`src/rtl/seg_pkg.sv`:
```
`default_nettype none
// ============================================================================
// seg_pkg : shared constants for the seven-segment scan display
// Rev 1.0 : initial release
// ============================================================================
package seg_pkg;

  // Bit positions inside the 8-bit segment bus {p,g,f,e,d,c,b,a}
  localparam int SEG_A = 0;
  localparam int SEG_B = 1;
  localparam int SEG_C = 2;
  localparam int SEG_D = 3;
  localparam int SEG_E = 4;
  localparam int SEG_F = 5;
  localparam int SEG_G = 6;
  localparam int SEG_P = 7;

  localparam logic [7:0] SEG_OFF = 8'hFF;

  // Active-low {g..a} glyphs for hex digits 0..F
  localparam logic [6:0] SEG_HEX [16] = '{
    7'h40, 7'h79, 7'h24, 7'h30, 7'h19, 7'h12, 7'h02, 7'h78,
    7'h00, 7'h10, 7'h08, 7'h03, 7'h46, 7'h21, 7'h06, 7'h0E
  };

endpackage
`default_nettype wire

```
`src/rtl/seg_hex_lut.sv`:
```
`default_nettype none
// ============================================================================
// seg_hex_lut : nibble to active-low seven-segment glyph
// Rev 1.0 : initial release
// ============================================================================
module seg_hex_lut
  import seg_pkg::*;
(
  input  logic [3:0] nibble,
  output logic [6:0] pattern
);

  assign pattern = SEG_HEX[nibble];

endmodule
`default_nettype wire

```
`src/rtl/seg_scan_display.sv`:
```
`default_nettype none
// ============================================================================
// seg_scan_display : multiplexed N-digit common-anode seven-segment driver
// Rev 1.0 : initial release
// ============================================================================
module seg_scan_display
  import seg_pkg::*;
#(
  parameter int DIGITS      = 8,
  parameter int SCAN_DIV    = 100000,
  parameter int BLINK_TICKS = 64
) (
  input  logic                  clk,
  input  logic                  rstn,
  input  logic                  load,
  input  logic [4*DIGITS-1:0]   data,
  input  logic [DIGITS-1:0]     point,
  input  logic [DIGITS-1:0]     le,
  input  logic [DIGITS-1:0]     blink,
  output logic [DIGITS-1:0]     an,
  output logic [7:0]            seg,
  output logic                  frame_done
);

  localparam int IW = $clog2(DIGITS);
  localparam int CW = $clog2(SCAN_DIV);
  localparam int BW = (BLINK_TICKS > 1) ? $clog2(BLINK_TICKS) : 1;

  localparam logic [IW-1:0] c_idx_last = IW'(DIGITS - 1);
  localparam logic [CW-1:0] c_cnt_last = CW'(SCAN_DIV - 1);
  localparam logic [BW-1:0] c_blk_last = BW'(BLINK_TICKS - 1);

  logic [4*DIGITS-1:0] r_data;
  logic [DIGITS-1:0]   r_point;
  logic [DIGITS-1:0]   r_le;
  logic [DIGITS-1:0]   r_blink;
  logic [CW-1:0]       r_cnt;
  logic [IW-1:0]       r_idx;
  logic [BW-1:0]       r_bcnt;
  logic                r_phase_off;
  logic [DIGITS-1:0]   r_an;
  logic [7:0]          r_seg;

  logic                w_tick;
  logic                w_frame;
  logic [3:0]          w_nibble;
  logic [6:0]          w_pattern;
  logic                w_visible;
  logic [7:0]          w_seg_next;
  logic [DIGITS-1:0]   w_an_next;

  assign w_tick  = (r_cnt == c_cnt_last);
  assign w_frame = w_tick && (r_idx == c_idx_last);

  always_ff @(posedge clk or negedge rstn) begin
    if (!rstn) begin
      r_data  <= '0;
      r_point <= '0;
      r_le    <= '0;
      r_blink <= '0;
    end else if (load) begin
      r_data  <= data;
      r_point <= point;
      r_le    <= le;
      r_blink <= blink;
    end
  end

  always_ff @(posedge clk or negedge rstn) begin
    if (!rstn) begin
      r_cnt       <= '0;
      r_idx       <= '0;
      r_bcnt      <= '0;
      r_phase_off <= 1'b0;
    end else begin
      r_cnt <= w_tick ? '0 : r_cnt + 1'b1;
      if (w_tick) begin
        r_idx <= (r_idx == c_idx_last) ? '0 : r_idx + 1'b1;
      end
      // Blink phase advances only at frame boundaries so every digit sees whole frames
      if (w_frame) begin
        if (r_bcnt == c_blk_last) begin
          r_bcnt      <= '0;
          r_phase_off <= ~r_phase_off;
        end else begin
          r_bcnt <= r_bcnt + 1'b1;
        end
      end
    end
  end

  assign w_nibble  = r_data[{r_idx, 2'b00} +: 4];
  assign w_visible = r_le[r_idx] & ~(r_blink[r_idx] & r_phase_off);
  assign w_an_next = ~(DIGITS'(1) << r_idx);

  seg_hex_lut u_hex_lut (
    .nibble  (w_nibble),
    .pattern (w_pattern)
  );

  always_comb begin
    w_seg_next = SEG_OFF;
    if (w_visible) begin
      w_seg_next[SEG_G:SEG_A] = w_pattern;
      w_seg_next[SEG_P]       = ~r_point[r_idx];
    end
  end

  // Blanked digits keep their anode so the scan cadence never changes
  always_ff @(posedge clk or negedge rstn) begin
    if (!rstn) begin
      r_an  <= '1;
      r_seg <= SEG_OFF;
    end else begin
      r_an  <= w_an_next;
      r_seg <= w_seg_next;
    end
  end

  assign an         = r_an;
  assign seg        = r_seg;
  assign frame_done = w_frame;

endmodule
`default_nettype wire

```
`config.mk`:
```
export PLATFORM = sky130hd
export DESIGN_NAME = seg_scan_display
export DESIGN_NICKNAME = d
export VERILOG_FILES = /design/src/rtl/seg_pkg.sv /design/src/rtl/seg_hex_lut.sv /design/src/rtl/seg_scan_display.sv
export SDC_FILE = /design/constraint.sdc
export NUM_CORES = 1
export LEC_CHECK = 0
export BUFFER_PORTS_ARGS = -buffer_cell sky130_fd_sc_hd__clkbuf_2
export CORE_ASPECT_RATIO = 1.25
export CORE_UTILIZATION = 58
export CTS_BUF_LIST = sky130_fd_sc_hd__clkbuf_4
export DETAILED_ROUTE_END_ITERATION = 10
export GPL_ROUTABILITY_DRIVEN = 0
export HOLD_SLACK_MARGIN = 0.1
export PLACE_DENSITY_LB_ADDON = 0.05
export REMOVE_ABC_BUFFERS = 1
export SKIP_LAST_GASP = 1
export SLEW_MARGIN = 20
export SYNTH_ARGS = -nofsm -noshare
export SYNTH_HDL_FRONTEND = slang
export SYNTH_SLANG_ARGS = --single-unit
```
`constraint.sdc`:
```
create_clock -name clk -period 3.5 [get_ports clk]
set_clock_uncertainty 0.2 [all_clocks]
set_input_delay 0.175 -clock clk [delete_from_list [all_inputs] [get_ports clk]]
set_output_delay 0.175 -clock clk [all_outputs]
set_load 0.03 [all_outputs]
```
[After elaboration in Yosys (flattened, before gate mapping)]
Memory sizes are Yosys's and may differ from the RTL's.
Index checks and enable logic that the tools add are counted.
Cells by class
  multiply operators: 0
  order comparisons: 2
  reduce and logical (&&, ||, !) cells: 2
  equal/unequal tests: 3
  divide/modulo/power cells: 0
  bitwise gates (word level): 7
  add/sub/neg operators: 3
  mux-type cells: 12
  shift operators: 2
Operators with widths (count)
  $shiftx A32 B6 Y4: 1
  $add A17 B1 Y17 const B: 1
  $eq A17 B17 Y1 const B: 1
  $mux W17: 1
  $mux W7: 2
  $bmux W1 S3: 3
  $mux W8: 1
  $not A8 Y8: 1
  $shl A1 B3 Y8 const A: 1
  $add A6 B1 Y6 const B: 1
  $eq A6 B6 Y1 const B: 1
  $mux W6: 1
  $ge A5 B5 Y1 const B: 1
  $not A4 Y5: 1
  $lt A3 B4 Y1 const B: 1
  $add A3 B1 Y3 const B: 1
  $eq A3 B3 Y1 const B: 1
  $mux W1: 3
  $mux W3: 1
  $not A1 Y1: 3
  $and A1 B1 Y1: 2
  $reduce_and A2 Y1: 1
  $logic_and A1 B1 Y1: 1
Word-level totals
  memory bits (read-only): 112
  memories: 1
  memory bits (writable): 0
  latch bits: 0
  register bits: 99
Memory list
  (name not given): depth 16, bits a word 7, rd ports 1, clocked after Yosys merged registers in 0, wr ports 0, line seg_hex_lut.sv:13  | assign pattern = SEG_HEX[nibble];

[Depth between registers and ports, before layout]
  depth after elaboration: 6
  depth in mapped cells: 9
  depth with buffers taken out: 7

[Cells and area by module]
A second synthesis with hierarchy kept.
Second synthesis, totals
  cells, all modules: 355
  area total of the unflattened synthesis: 4659.5 sq um
By module, submodules not included
  seg_scan_display: cells each 324, area each 4396.7 sq um, seq. area each 2497.4 sq um, times used 1
  seg_hex_lut: cells each 31, area each 262.8 sq um, seq. area each 0.0 sq um, times used 1

[Worst setup path after synthesis]
Ideal clock, no wire load.
  path kind: reg2reg
  start point: reg r_idx[0]
  end point: reg r_seg[5], in the netlist seg[5]
  path buffers: 2
  stages on the path, launching flop included: 9
  setup time: 0.092 ns
  slack: 1.028 ns
  data arrival time: 2.179 ns
  required time: 3.208 ns
  cell sequence: dfrtp_1 buf_6 buf_2 mux4_2 mux2_2 ha_1 mux2_4 nand2_2 o211ai_2
Between the ends
  longest elaborated chain between the ends: 6
RTL lines
  from (decl): line seg_scan_display.sv:38  | logic [IW-1:0] r_idx;
  from (signal assigned): line seg_scan_display.sv:78  | r_idx <= (r_idx == c_idx_last) ? '0 : r_idx + 1'b1;
  $shiftx A32 B6 Y4 or $bmux W1 S3 (tied branches): line seg_scan_display.sv:92, seg_scan_display.sv:93
  $not A4 Y5 (implied by the code) or $mux W1 (tied branches): line seg_hex_lut.sv:13, seg_scan_display.sv:93
  $mem_v2 Z16 W7 or $and A1 B1 Y1 (tied branches)
  $mux W7 (implied by the code) or $not A1 Y1 (tied branches): line seg_hex_lut.sv:13, seg_scan_display.sv:93
  $mux W7 (implied by the code) or $and A1 B1 Y1 (tied branches): line seg_hex_lut.sv:13, seg_scan_display.sv:93
  $mux W8 (*): line seg_scan_display.sv:103  | if (w_visible) begin
  named net w_seg_next[5]: line seg_scan_display.sv:49  | logic [7:0] w_seg_next;
  to (signal assigned): line seg_scan_display.sv:116  | r_seg <= w_seg_next;
  to (decl): line seg_scan_display.sv:42  | logic [7:0] r_seg;
The timed path passes the listed nets; every way through them passes the cells marked *. The select of a mux whose other input is x is not followed.
A chain may end at the register's enable or synchronous reset.

[Final worst setup path]
Ends and elaborated chain as after synthesis.

==> results.tsv <==
stage	metric	value	unit
outcome	status	finished, final reports clean	
floorplanning	I/O pin count	76	
synth	Post-Synth XOR/XNOR Area	0.03253	
global_routing	pin count of the biggest net entering global routing	43	
synth	proportion of synthesized area in mux cells	0.2231	
synth	Post-Synth Simple-Gate Area	0.08557	
finish	Syn-to-layout area delta	26.22	%
power_and_ir_drop	combinational power share	0.160	
placement	DP Wirelength	6222	um
clocking	Sink Count	99	
clocking	CTS max path bufs	2	
floorplanning	core area	0.007488	mm2
drt	antenna-violating nets left	0	
finish	FILL cells	460	
power_and_ir_drop	leakage power	0.002601	uW
worst_hold_path	Hold WC Path Type	primary input to flop	
setup_path	critical path class	flop to flop	
finish	Register Area	0.002497	mm2
sta	Max Fclk	0.3525	GHz
global_routing	initial antenna violation count	0	
drt	initial DRC count	130	
power_and_ir_drop	Worst VDD drop	0.2817	mV
setup_path	Slowest cell on crit path	dfrtp_1	
placement	DP Area	0.005030	mm2
synth	number of synthesized register bits	99	
clocking	CTS tree	done	
synth	largest family of logic cells by synthesized area	multiplexers	
floorplanning	Die H	101.3	um
setup_path	CP startpoint kind	flop	
setup_path	cell family with the largest share of critical-path delay	multiplexers	
flow_run	# Max-Cap Violations	0	
drt	via count	3117	
sta	final hold vios	0	
synth	asr flop ratio synth	1.000	
clocking	Clk pin slew, worst setup/hold paths	0.15	ns
power_and_ir_drop	switching portion of total power	0.2608	
finish	final std cells w/o fill	574	
synth	Post-Syn Instances	340	
clocking	# resized after CTS	0	
global_routing	gr usage total	0.2527	
synth	Synth Area in Compound Gates	0.04975	
setup_path	critical path fanouts, max	10	
finish	# diodes	0	
finish	Post-Route Utilization	0.7714	
global_routing	vias in the first global route	3268	
finish	# nets final	550	
floorplanning	Rows	35	
power_and_ir_drop	Pwr per Cell Area	385.1	mW/mm2
sta	min Tclk post-route	2.837	ns
sta	unrepaired setup endpoints after global routing	no	
floorplanning	Die Span X	81.46	um
power_and_ir_drop	NetSw	580.2	uW
drt	First-pass DRT Iterations	4	
clocking	Root Driver	clkbuf_4	
clocking	CTS Buf Count	9	
sta	Fin Setup TNS	0	ns
synth	Cell variety after synth	52	
clocking	Clock Latency Late Sink	0.43	ns
floorplanning	Initial Utilization	0.6112	
clocking	CTS H-tree lvls	3	
drt	Remaining DRCs	0	
placement	dpl cells	498	
sta	Final Max Tran Viols	0	
setup_path	WP data required	3.67	ns
synth	post-synthesis adder-cell area fraction	0.03827	
power_and_ir_drop	P_int	1644	uW
setup_path	Buf/Inv on CP	1	
synth	Seq/Total Area, Yosys	0.5457	
drt	routed vias/inst	5.430	
power_and_ir_drop	sequential share of power	0.575	
synth	Ys Warns	0	
finish	multi-input logic area	0.001964	mm2
setup_path	slowest stage delay, CP	0.72	ns
sta	final setup vio count	0	
power_and_ir_drop	Clock Power Share	0.264	
synth	Netlist Area Pre-Place	0.004577	mm2
sta	final worst-path cycle share	0.8106	
sta	Worst-Margin Slew	0.5522	ns
synth	Top FF cell, synth	dfrtp_1	
setup_path	worst-path cell chain	mux4_1 > mux2i_1 > inv_1 > ha_1 > mux2_4 > nand2_2 > o211ai_2	
synth	average size of a mapped cell	13.46	um2
setup_path	CP Data Arrival Time	3.00	ns
drt	DR WL/cell	16.38	um
synth	Post-synth EDFFs	0	
setup_path	CP endpoint kind	flop	
sta	max_slew headroom	0.6290	
finish	final instance area	0.005777	mm2
global_routing	gr ovfl total	0	
placement	count of input and output buffers	75	
floorplanning	die footprint	0.008253	mm2
finish	share of layout cells above drive strength 1	0.3838	
drt	drt total wl	9401	um
global_routing	first-pass GRT wire length	15310	um
[cell families after synthesis]
| group | after synthesis |
|---|---|
| and+or+nand+nor | 76 |
| xor gates and xnor gates | 17 |
| adders and majority gates | 14 |
| buffers and inverters | 25 |
| muxes | 76 |
| DFF | 99 |
| AOI/OAI and AO/OA | 33 |
[through the flow]
stage	power, uW	hold WS [ns]	setup WS [ns]
finish	2225	0.1297	0.6630
global route	2328	0.1296	0.4484
CTS	2239	0.1275	0.6652
detailed placement	1600	-0.07947	0.6799
global placement	1588	-0.07897	0.7505
floorplan	1475	-0.3206	0.7284
[power groups by stage]
stage	logic, uW	registers, uW	clock network [uW]
finish	356	1280	588
global route	386	1290	654
CTS	355	1280	604
detailed placement	299	1300	0
global placement	290	1300	0
floorplan	155	1320	0
[registers in the layout, indices dropped and copies added (netlist names), 3 cells and up]
register / cells
an: 8
r_bcnt: 6
r_blink: 8
r_cnt: 17
r_data: 32
r_idx: 3
r_le: 8
r_point: 8
seg: 8
[worst paths after layout]
check	start	end	slack, ns	cells past startpoint
min in group asynchronous	rstn	r_data[23]$_DFFE_PN0P_	0.58	4
worst max register to register	r_idx[0]$_DFFE_PN0N_	seg[5]$_DFF_PN1_	0.66	7
worst min register to register	r_bcnt[3]$_DFFE_PN0P_	r_bcnt[3]$_DFFE_PN0P_	0.28	1
worst min-delay path	load	r_data[10]$_DFFE_PN0P_	0.13	2
max in group asynchronous	rstn	an[5]$_DFF_PN1_	2.03	4
worst max-delay path	r_idx[0]$_DFFE_PN0N_	seg[5]$_DFF_PN1_	0.66	7
[synthesized netlist by cell type (all sizes together), types with 6 or more instances]
master	n	area share
dfstp	16	0.092
ha	14	0.038
a21oi	7	0.0085
xor2	7	0.013
nand2	25	0.021
mux4	12	0.063
inv	10	0.0082
buf	7	0.010
dfrtp	83	0.45
nand3	13	0.015
mux2	60	0.15
o21ai	7	0.0077
clkbuf	6	0.0049
xnor2	10	0.019
nor2	14	0.011
[timing repair]
item	CTS	global route
endpoints found under the hold margin	141	0
hold buffers	60	0
buffers inserted	0	0
[layer usage]
metal / global-route usage / vias up / share of wire
met4: 0.09203 / 0 / 0.016
met5: 0 / - / 0
li1: - / 1481 / -
met3: 0.05676 / 12 / 0.034
met1: 0.3051 / 1560 / 0.42
met2: 0.4385 / 64 / 0.53
[cells in the final DEF (no fill, tap or decap), drive strengths merged, types with 8 or more instances in the layout]
cell type,netlist,layout
clkbuf,6,83
clkinv,2,8
xnor2,10,10
mux2,60,60
inv,10,10
ha,14,14
nand3,13,13
dfrtp,83,83
dlygate4sd3,0,59
nor2,14,14
dfstp,16,16
nand2,25,25
mux4,12,12
[area by class of cell]
| type | count | area share |
|---|---|---|
| clock buffers | 9 | 0.01170 |
| clock inverters | 7 | 0.01191 |
| inverters | 12 | 0.007797 |
| multi-input cells | 216 | 0.3400 |
| flip-flops and latches | 99 | 0.4323 |
| well taps | 92 | 0.01993 |
| repair buffers | 139 | 0.1763 |
Note: power is estimated with default switching activity, not from simulation.
